### src/rtl/amba_axi_pkg.sv
// Shared AXI write-channel constants and the burst FSM state type.
package amba_axi_pkg;

  localparam logic [1:0] AXI_RESP_OKAY   = 2'b00;
  localparam logic [1:0] AXI_RESP_SLVERR = 2'b10;
  localparam logic [1:0] AXI_RESP_DECERR = 2'b11;

  localparam int AXI_LEN_W = 4;

  typedef enum logic [1:0] {
    ST_IDLE,
    ST_CMD,
    ST_DATA,
    ST_RESP
  } burst_st_e;

  function automatic int unsigned min3(input int unsigned a, input int unsigned b,
                                       input int unsigned c);
    int unsigned m;
    m = (a < b) ? a : b;
    return (m < c) ? m : c;
  endfunction

endpackage

### src/rtl/pcm_word_fifo.sv
// First-word-fall-through word FIFO: head is valid whenever count != 0.
module pcm_word_fifo #(
  parameter int W     = 36,
  parameter int DEPTH = 32
) (
  input  logic                     clock,
  input  logic                     reset,
  input  logic                     push,
  input  logic [W-1:0]             push_data,
  input  logic                     pop,
  output logic [W-1:0]             head,
  output logic                     full,
  output logic                     empty,
  output logic [$clog2(DEPTH):0]   count
);

  localparam int AW = $clog2(DEPTH);

  logic [W-1:0]  mem [DEPTH];
  logic [AW-1:0] rd_ptr, wr_ptr;
  logic          do_push, do_pop;

  assign full    = (count == (AW+1)'(DEPTH));
  assign empty   = (count == '0);
  assign do_push = push & ~full;
  assign do_pop  = pop & ~empty;
  assign head    = mem[rd_ptr];

  // Pointer and occupancy bookkeeping
  always_ff @(posedge clock) begin
    if (reset) begin
      rd_ptr <= '0;
      wr_ptr <= '0;
      count  <= '0;
    end else begin
      if (do_push) wr_ptr <= wr_ptr + 1'b1;
      if (do_pop)  rd_ptr <= rd_ptr + 1'b1;
      count <= count + (AW+1)'(do_push) - (AW+1)'(do_pop);
    end
  end

  // Storage array, no reset needed: reads are gated by count
  always_ff @(posedge clock) begin
    if (do_push) mem[wr_ptr] <= push_data;
  end

endmodule

### src/rtl/pcm_axi_burst_packer.sv
// Packs 16-bit PCM samples into 32-bit words and writes them as AXI bursts
// into a ring buffer, one burst in flight at a time.
module pcm_axi_burst_packer
  import amba_axi_pkg::*;
#(
  parameter int          wordLength  = 16,
  parameter int          BURST_BEATS = 16,
  parameter int          FIFO_DEPTH  = 32,
  parameter int          BUF_WORDS   = 256,
  parameter logic [31:0] BASE_ADDR   = 32'h0000_0000
) (
  input  logic                  clock,
  input  logic                  reset,
  input  logic [wordLength-1:0] in_sample,
  input  logic                  in_valid,
  output logic                  in_ready,
  input  logic                  in_last,
  output logic                  cmd_valid,
  input  logic                  cmd_ready,
  output logic [31:0]           cmd_addr,
  output logic [AXI_LEN_W-1:0]  cmd_len,
  output logic [31:0]           wr_data,
  output logic [3:0]            wr_strb,
  output logic                  wr_last,
  output logic                  wr_valid,
  input  logic                  wr_ready,
  input  logic                  resp_valid,
  input  logic [1:0]            resp_code,
  output logic                  resp_ready,
  output logic                  error,
  output logic                  frame_done
);

  localparam int CW = $clog2(FIFO_DEPTH) + 1;
  localparam int OW = $clog2(BUF_WORDS);

  burst_st_e       state;
  logic            half_valid;
  logic [15:0]     half_data;
  logic            flush_pending;
  logic [OW-1:0]   offset;
  logic [4:0]      beats_r;
  logic [4:0]      beat_cnt;

  logic            in_fire, push, pop;
  logic [35:0]     push_data, head;
  logic            fifo_full, fifo_empty;
  logic [CW-1:0]   fifo_count;
  logic [OW:0]     room;
  logic [4:0]      launch_beats;
  logic            launch;

  // Reset gates in_ready so every output reads 0 while reset is held
  assign in_ready  = ~reset & ~fifo_full & ~flush_pending;
  assign in_fire   = in_valid & in_ready;
  assign push      = in_fire & (half_valid | in_last);
  assign push_data = half_valid ? {4'b1111, in_sample, half_data}
                                : {4'b0011, 16'h0000, in_sample};
  assign pop       = wr_valid & wr_ready;
  assign wr_data   = wr_valid ? head[31:0]  : 32'h0;
  assign wr_strb   = wr_valid ? head[35:32] : 4'h0;

  pcm_word_fifo #(
    .W     (36),
    .DEPTH (FIFO_DEPTH)
  ) u_fifo (
    .clock     (clock),
    .reset     (reset),
    .push      (push),
    .push_data (push_data),
    .pop       (pop),
    .head      (head),
    .full      (fifo_full),
    .empty     (fifo_empty),
    .count     (fifo_count)
  );

  // Launch decision: cap by available words, burst size and distance to ring end
  always_comb begin
    room         = (OW+1)'(BUF_WORDS) - {1'b0, offset};
    launch_beats = 5'(min3(32'(fifo_count), 32'(BURST_BEATS), 32'(room)));
    launch       = (fifo_count >= CW'(BURST_BEATS)) ||
                   (flush_pending && (fifo_count != '0));
  end

  // Pack register holds the low half until its partner sample arrives
  always_ff @(posedge clock) begin
    if (reset) begin
      half_valid <= 1'b0;
      half_data  <= 16'h0;
    end else if (in_fire) begin
      if (half_valid || in_last) begin
        half_valid <= 1'b0;
      end else begin
        half_valid <= 1'b1;
        half_data  <= in_sample;
      end
    end
  end

  // Burst FSM; beats are reserved at launch so DATA never stalls on an empty FIFO
  always_ff @(posedge clock) begin
    if (reset) begin
      state         <= ST_IDLE;
      cmd_valid     <= 1'b0;
      cmd_addr      <= 32'h0;
      cmd_len       <= '0;
      wr_valid      <= 1'b0;
      wr_last       <= 1'b0;
      resp_ready    <= 1'b0;
      error         <= 1'b0;
      frame_done    <= 1'b0;
      flush_pending <= 1'b0;
      offset        <= '0;
      beats_r       <= '0;
      beat_cnt      <= '0;
    end else begin
      frame_done <= 1'b0;
      if (in_fire && in_last) flush_pending <= 1'b1;
      case (state)
        ST_IDLE: begin
          if (launch) begin
            beats_r   <= launch_beats;
            cmd_addr  <= BASE_ADDR + 32'({offset, 2'b00});
            cmd_len   <= AXI_LEN_W'(launch_beats - 5'd1);
            cmd_valid <= 1'b1;
            state     <= ST_CMD;
          end else if (flush_pending && fifo_empty && !half_valid) begin
            frame_done    <= 1'b1;
            flush_pending <= 1'b0;
          end
        end
        ST_CMD: begin
          if (cmd_ready) begin
            cmd_valid <= 1'b0;
            wr_valid  <= 1'b1;
            wr_last   <= (beats_r == 5'd1);
            beat_cnt  <= '0;
            state     <= ST_DATA;
          end
        end
        ST_DATA: begin
          if (wr_ready) begin
            if (wr_last) begin
              wr_valid   <= 1'b0;
              wr_last    <= 1'b0;
              resp_ready <= 1'b1;
              state      <= ST_RESP;
            end else begin
              beat_cnt <= beat_cnt + 5'd1;
              wr_last  <= (beat_cnt + 5'd2 == beats_r);
            end
          end
        end
        ST_RESP: begin
          if (resp_valid) begin
            resp_ready <= 1'b0;
            if (resp_code != AXI_RESP_OKAY) error <= 1'b1;
            offset <= offset + OW'(beats_r);
            state  <= ST_IDLE;
          end
        end
        default: state <= ST_IDLE;
      endcase
    end
  end

endmodule

### config.mk
export PLATFORM = sky130hd
export DESIGN_NAME = pcm_axi_burst_packer
export DESIGN_NICKNAME = d
export VERILOG_FILES = /design/src/rtl/amba_axi_pkg.sv /design/src/rtl/pcm_word_fifo.sv /design/src/rtl/pcm_axi_burst_packer.sv
export SDC_FILE = /design/constraint.sdc
export NUM_CORES = 1
export LEC_CHECK = 0
export CAP_MARGIN = 30
export CORE_MARGIN = 2
export CORE_UTILIZATION = 30
export CTS_CLUSTER_DIAMETER = 120
export CTS_CLUSTER_SIZE = 16
export DETAILED_ROUTE_END_ITERATION = 10
export MAX_ROUTING_LAYER = met4
export PLACE_DENSITY_LB_ADDON = 0.08
export SYNTH_ARGS = -nofsm -noshare
export SYNTH_HDL_FRONTEND = slang
export SYNTH_SLANG_ARGS = --single-unit
### constraint.sdc
create_clock -name clock -period 10.84 [get_ports clock]
set_clock_uncertainty 0.05 [all_clocks]
set_input_delay 2.168 -clock clock [delete_from_list [all_inputs] [get_ports clock]]
set_output_delay 2.168 -clock clock [all_outputs]
set_load 0.005 [all_outputs]
After elaboration in Yosys (flattened, before gate mapping)
Memory sizes are Yosys's and may differ from the RTL's. A register that Yosys moved wholly into a read port is not among the register bits.
Cells that the tools add are included.
{"block": "classes", "n_reduce_logical": 25, "eq_ne": 12, "n_bitwise": 14, "muxes": 40, "order_cmp": 3, "add_sub_neg": 9}
{"cell": "$mux W36", "count": 1}
{"cell": "$mux W32", "count": 1}
{"cell": "$mux W5", "count": 6}
{"cell": "$mux W1", "count": 19}
{"cell": "$add A5 B1 Y5 const B", "count": 3}
{"cell": "$ne A2 B2 Y1 const B", "count": 6}
{"cell": "$reduce_and A4 Y1", "count": 3}
{"cell": "$mux W2", "count": 5}
{"cell": "$pmux W5 S2", "count": 1}
{"cell": "$lt A6 B9 Y1", "count": 1}
{"cell": "$reduce_and A3 Y1", "count": 3}
{"cell": "$sub A9 B8 Y9 const A", "count": 1}
{"cell": "$add A8 B5 Y8", "count": 1}
{"cell": "$pmux W1 S2", "count": 4}
{"cell": "$pmux W2 S4", "count": 1}
{"cell": "$reduce_bool A2 Y1", "count": 4}
{"cell": "$and A1 B1 Y1", "count": 7}
{"cell": "$add A6 B1 Y6", "count": 1}
{"cell": "$eq A6 B6 Y1 const B", "count": 1}
{"cell": "$ge A6 B5 Y1 const B", "count": 1}
{"cell": "$logic_not A6 Y1", "count": 1}
{"cell": "$lt A6 B5 Y1 const B", "count": 1}
{"cell": "$mux W6", "count": 1}
{"cell": "$not A1 Y1", "count": 6}
{"cell": "17 further kinds", "count": 24}
{"block": "totals", "input_bits": 25, "output_inout_bits": 79, "ff_bits": 72, "ramBits": 1152, "mem_count": 1}
{"name": "u_fifo.mem", "words": 32, "width": 36, "rd": 1, "rd_ports_with_merged_regs": 1, "write_ports": 1, "line_no": "pcm_word_fifo.sv:19", "rtl": "logic [W-1:0] mem [DEPTH];"}

Longest topological paths before layout
{"block": "logic_depth", "depth_word": 10, "ltp_mapped": 15, "depth_no_buf": 14}

Modules after synthesis
From an unflattened synthesis, not the netlist that was laid out.
{"block": "hier_totals", "cells_unflattened": 2738, "hier_area_um2": 48829.3}
{"module": "pcm_word_fifo", "area_per_inst_um2": 45167.1, "seq_area_each_um2": 35013.6, "cells_each": 2275, "n_inst": 1}
{"module": "pcm_axi_burst_packer", "area_per_inst_um2": 3662.3, "seq_area_each_um2": 1121.1, "cells_each": 463, "n_inst": 1}

Worst setup path after synthesis
OpenSTA, ideal clock, no wires.
{"block": "synth_timing", "kind": "input to register", "from": "input port reset", "to": "memory u_fifo.mem[28][0] (enable)", "path_stages": 5, "setup_time_ns": 0.423, "t_required_ns": 10.367, "arrival_ns": 4.810, "setup_slack_ns": 5.556, "cell_sequence": "buf_2 or2_1 a2111oi_4 nand2_1 nor2_1"}
{"block": "synth_between", "elab_chain_len": 8}
{"element": "start: declaration", "line_no": "pcm_axi_burst_packer.sv:13", "rtl": "input logic reset,"}
{"element": "$not A1 Y1", "line_no": "pcm_axi_burst_packer.sv:54", "rtl": "assign in_ready = ~reset & ~fifo_full & ~flush_pending;"}
{"element": "$and A1 B1 Y1 (2 in series)", "line_no": "pcm_axi_burst_packer.sv:54"}
{"element": "$and A1 B1 Y1", "line_no": "pcm_axi_burst_packer.sv:55", "rtl": "assign in_fire = in_valid & in_ready;"}
{"element": "$and A1 B1 Y1", "line_no": "pcm_axi_burst_packer.sv:56", "rtl": "assign push = in_fire & (half_valid | in_last);"}
{"element": "$and A1 B1 Y1", "line_no": "pcm_word_fifo.sv:25", "rtl": "assign do_push = push & ~full;"}
{"element": "named net u_fifo.do_push", "line_no": "pcm_word_fifo.sv:21", "rtl": "logic do_push, do_pop;"}
{"element": "$mux W1", "line_no": "pcm_word_fifo.sv:44", "rtl": "if (do_push) mem[wr_ptr] <= push_data;"}
{"element": "$mux W1 (not written as such)", "line_no": "pcm_word_fifo.sv:44"}
{"element": "end: declaration", "line_no": "pcm_word_fifo.sv:19"}
The timed path passes the listed nets, and every way through them passes these cells.

==> results.sh <==
export IMPL_crit_fanout=79
export IMPL_worst_ep_arrival_time_ns=4.69
export IMPL_fin_util=0.341
export IMPL_min_path_cells=2
export IMPL_status="completed"
export IMPL_total_negative_setup_slack_ns=0
export IMPL_synth_edf_count=1056
export IMPL_p_comb_frac=0.106
export IMPL_sw_frac_of_total=0.240
export IMPL_number_of_instances_in_the_synthesized_netlist=2147
export IMPL_finalMaxSlewViolations=0
export IMPL_floorplan_io_pins=104
export IMPL_dominantRegCellSynth="edfxtp_1"
export IMPL_yosysWarnings=0
export IMPL_grt_pass1_wl_um=180000
export IMPL_endpoints_failing_setup=0
export IMPL_num_rows=140
export IMPL_first_global_vias=22724
export IMPL_post_synth_most_frequent_cells="1056 x edfxtp_1, 264 x mux4_2, 91 x nor2_1"
export IMPL_final_setup_worst_slack_ns=3.93
export IMPL_slew_limit_headroom=0.384
export IMPL_synth_sequential_area_ratio=0.751
export IMPL_ys_async_sr_fraction=0
export IMPL_ys_seq_elements=1133
export IMPL_grt_resource_usage_total=0.175
export IMPL_area_delta_synth_final_pct=12.6
export IMPL_worst_hold_slack_ns=0.401
export IMPL_placed_cells=4083
export IMPL_synth_largest_type_area_fraction=0.716
export IMPL_initial_antenna_violation_count=1
export IMPL_detailedRoute_firstPassIterationCount=5
export IMPL_report_final_hold_viol_count=0
export IMPL_post_dp_hpwl_um=72000
export IMPL_cts_resized=0
export IMPL_crit_type="reg -> out"
export IMPL_post_route_period_util=0.638
export IMPL_synth_top_area_cell="edfxtp_1"
export IMPL_die_w_um=388
export IMPL_ant_nets=0
export IMPL_cts_root_to_sink_buffers=3
export IMPL_final_cell_count_no_fill=4217
export IMPL_postCtsSetupBuffers=0
export IMPL_syn_cell_area_um2=44300
export IMPL_floorplan_die_area_um2=151000
export IMPL_seqPwrFrac=0.561
export IMPL_yosys_top_cells_area="edfxtp_1 72%, mux4_2 13%, dfxtp_1 3.5%"
export IMPL_clockPowerShare=0.332
export IMPL_pin_count_of_the_biggest_net_entering_global_routing=102
export IMPL_gpl_final_weighted_congestion=0.733
export IMPL_worstPathRequired_ns=8.62
export IMPL_final_layout_size_suffix_gt1_frac=0.220
export IMPL_grt_overflow=0
export IMPL_drcViolationCount=0
export IMPL_reg2reg_slack_ns=6.92
export IMPL_routed_wire_length_um=128000
export IMPL_worst_ir_drop_vdd_v=0.000117
export IMPL_effective_utilization_at_floorplan=0.303
export IMPL_powerDensity_nw_per_um2=175
export IMPL_cts_root_buffer_cell="clkbuf_16"
export IMPL_min_period_ns=6.91
export IMPL_dp_worst_setup_slack_ns=4.48
export IMPL_avg_vias_per_cell=5.13
export IMPL_synth_most_common_cell="edfxtp_1"
export IMPL_yosys_cell_types_count=58
export IMPL_cts_buffers_inserted=81
export IMPL_die_height_um=388
export IMPL_coreArea_um2=146000
export IMPL_setup_worst_path_end_class="output pin"
export IMPL_finalNetCount=2310
export IMPL_vias=21618
export IMPL_htree_levels=3
export IMPL_total_switching_power_mw=2.09
export IMPL_power_static_leakage_nw=14.9
export IMPL_timing_hold_worst_class="reg -> reg"
export IMPL_cp_start_kind="register"
export IMPL_clock_sinks=1133
export IMPL_rr_worst_depth=9
export IMPL_tritoncts_clock_tree="built"
export IMPL_dr_first_iter_drc_count=1737
export IMPL_port_buffer_count=79
export IMPL_drv_max_cap_violation_count=0
export IMPL_syn_mean_instance_area_um2=20.6
export IMPL_rsz0062_at_grt="no"
export IMPL_cellInternalPower_mw=6.62
export IMPL_wl_per_cell_um=30.4
export IMPL_achievable_frequency_mhz=145
export IMPL_cts_hold_repair_buffers=0
export IMPL_worst_slew_pin_transition_ns=0.923
export IMPL_worst_skew_pair_late_latency_ns=0.69
export IMPL_cts_reportedPaths_clkPinSlew_ns=0.08
layer usage:
metal  vias up  global-route usage  wire length, um
met5         -                   -                0
met4         0              0.0394             2130
met3       116              0.0212             4680
met2       434               0.277            61700
met1     11996               0.241            59800
li1       9072                   -                -
layout by cell type, fill, tap and decap left out, types with 34 or more instances in the layout:
cell type        Yosys  layout
a22o_1              66      66
dfxtp_1             77      74
nand2_1             49      48
edfxtp_1          1056    1056
nor2_1              91      58
clkbuf_16            0      81
mux4_2             264     264
clkbuf_1            68      39
o22ai_1             34      34
clkdlybuf4s50_1      0      78
buf_4               36      57
a221oi_1            55      55
worst max-delay path: stages, from the launching register on:
cell and delay [ns]:
dfxtp_4 0.83, buf_12 0.61, buf_4 0.52, mux4_2 0.56
a221oi_1 0.73, o22ai_1 0.19, clkdlybuf4s50_1 0.51
power groups by stage:
stage	Clock, mW	Combinational [mW]	Sequential [mW]
floorplan	0	0.627	4.97
global placement	0	0.937	4.99
detailed placement	0	0.947	5.00
CTS	3.01	0.952	4.90
global route	3.15	1.02	4.90
finish	2.90	0.928	4.89
final cells by class:
| cell class | instances | area, um2 |
|---|---|---|
| Clock buffer | 120 | 2170 |
| Clock inverter | 9 | 97.6 |
| Sequential cell | 1133 | 33300 |
| Tap cell | 1917 | 2400 |
| Multi-Input combinational cell | 865 | 10500 |
| Antenna cell | 4 | 10.0 |
| Timing Repair Buffer | 142 | 1330 |
| Inverter | 27 | 101 |
| Fill cell | 13758 | 96200 |
sequential cells by signal, summed over array words and instances (netlist names), 2 cells and up, named ones only:
register and flops:
half_data 16, u_fifo.mem 1056, state 2, beats_r 5, u_fifo.wr_ptr 5, cmd_addr 8
cmd_len 4, beat_cnt 5, offset 8, u_fifo.rd_ptr 5, u_fifo.count 6
final timing paths:
check	start	endpoint
worst max-delay path	register	wr_data[22]
worst min-delay path	error	error
worst max register to register	u_fifo.count[2]	u_fifo.mem[14][12]
worst min register to register	error	error
through the flow:
stage               area [um2]  power (mW)
finish                   49800        8.72
CTS                      49800        8.86
detailed placement       47500        5.94
global route             49800        9.07
floorplan                44400        5.60
global placement         47500        5.93
kinds of logic (layout without fill, tap and decap cells):
family / count (synthesis) / in the layout / share of synthesized area
AND/OR/NAND/NOR: 226 / 226 / 0.0240
buffers and inverters: 172 / 298 / 0.0209
other: 1 / 28 / 0.0000847
flip-flops: 1133 / 1133 / 0.751
AO/OA/AOI/OAI: 251 / 251 / 0.0451
XOR/XNOR: 27 / 27 / 0.00534
multiplexers: 302 / 302 / 0.143
adder cells (fa/ha/maj): 35 / 35 / 0.0102
Power figures use the tool's default switching activity.
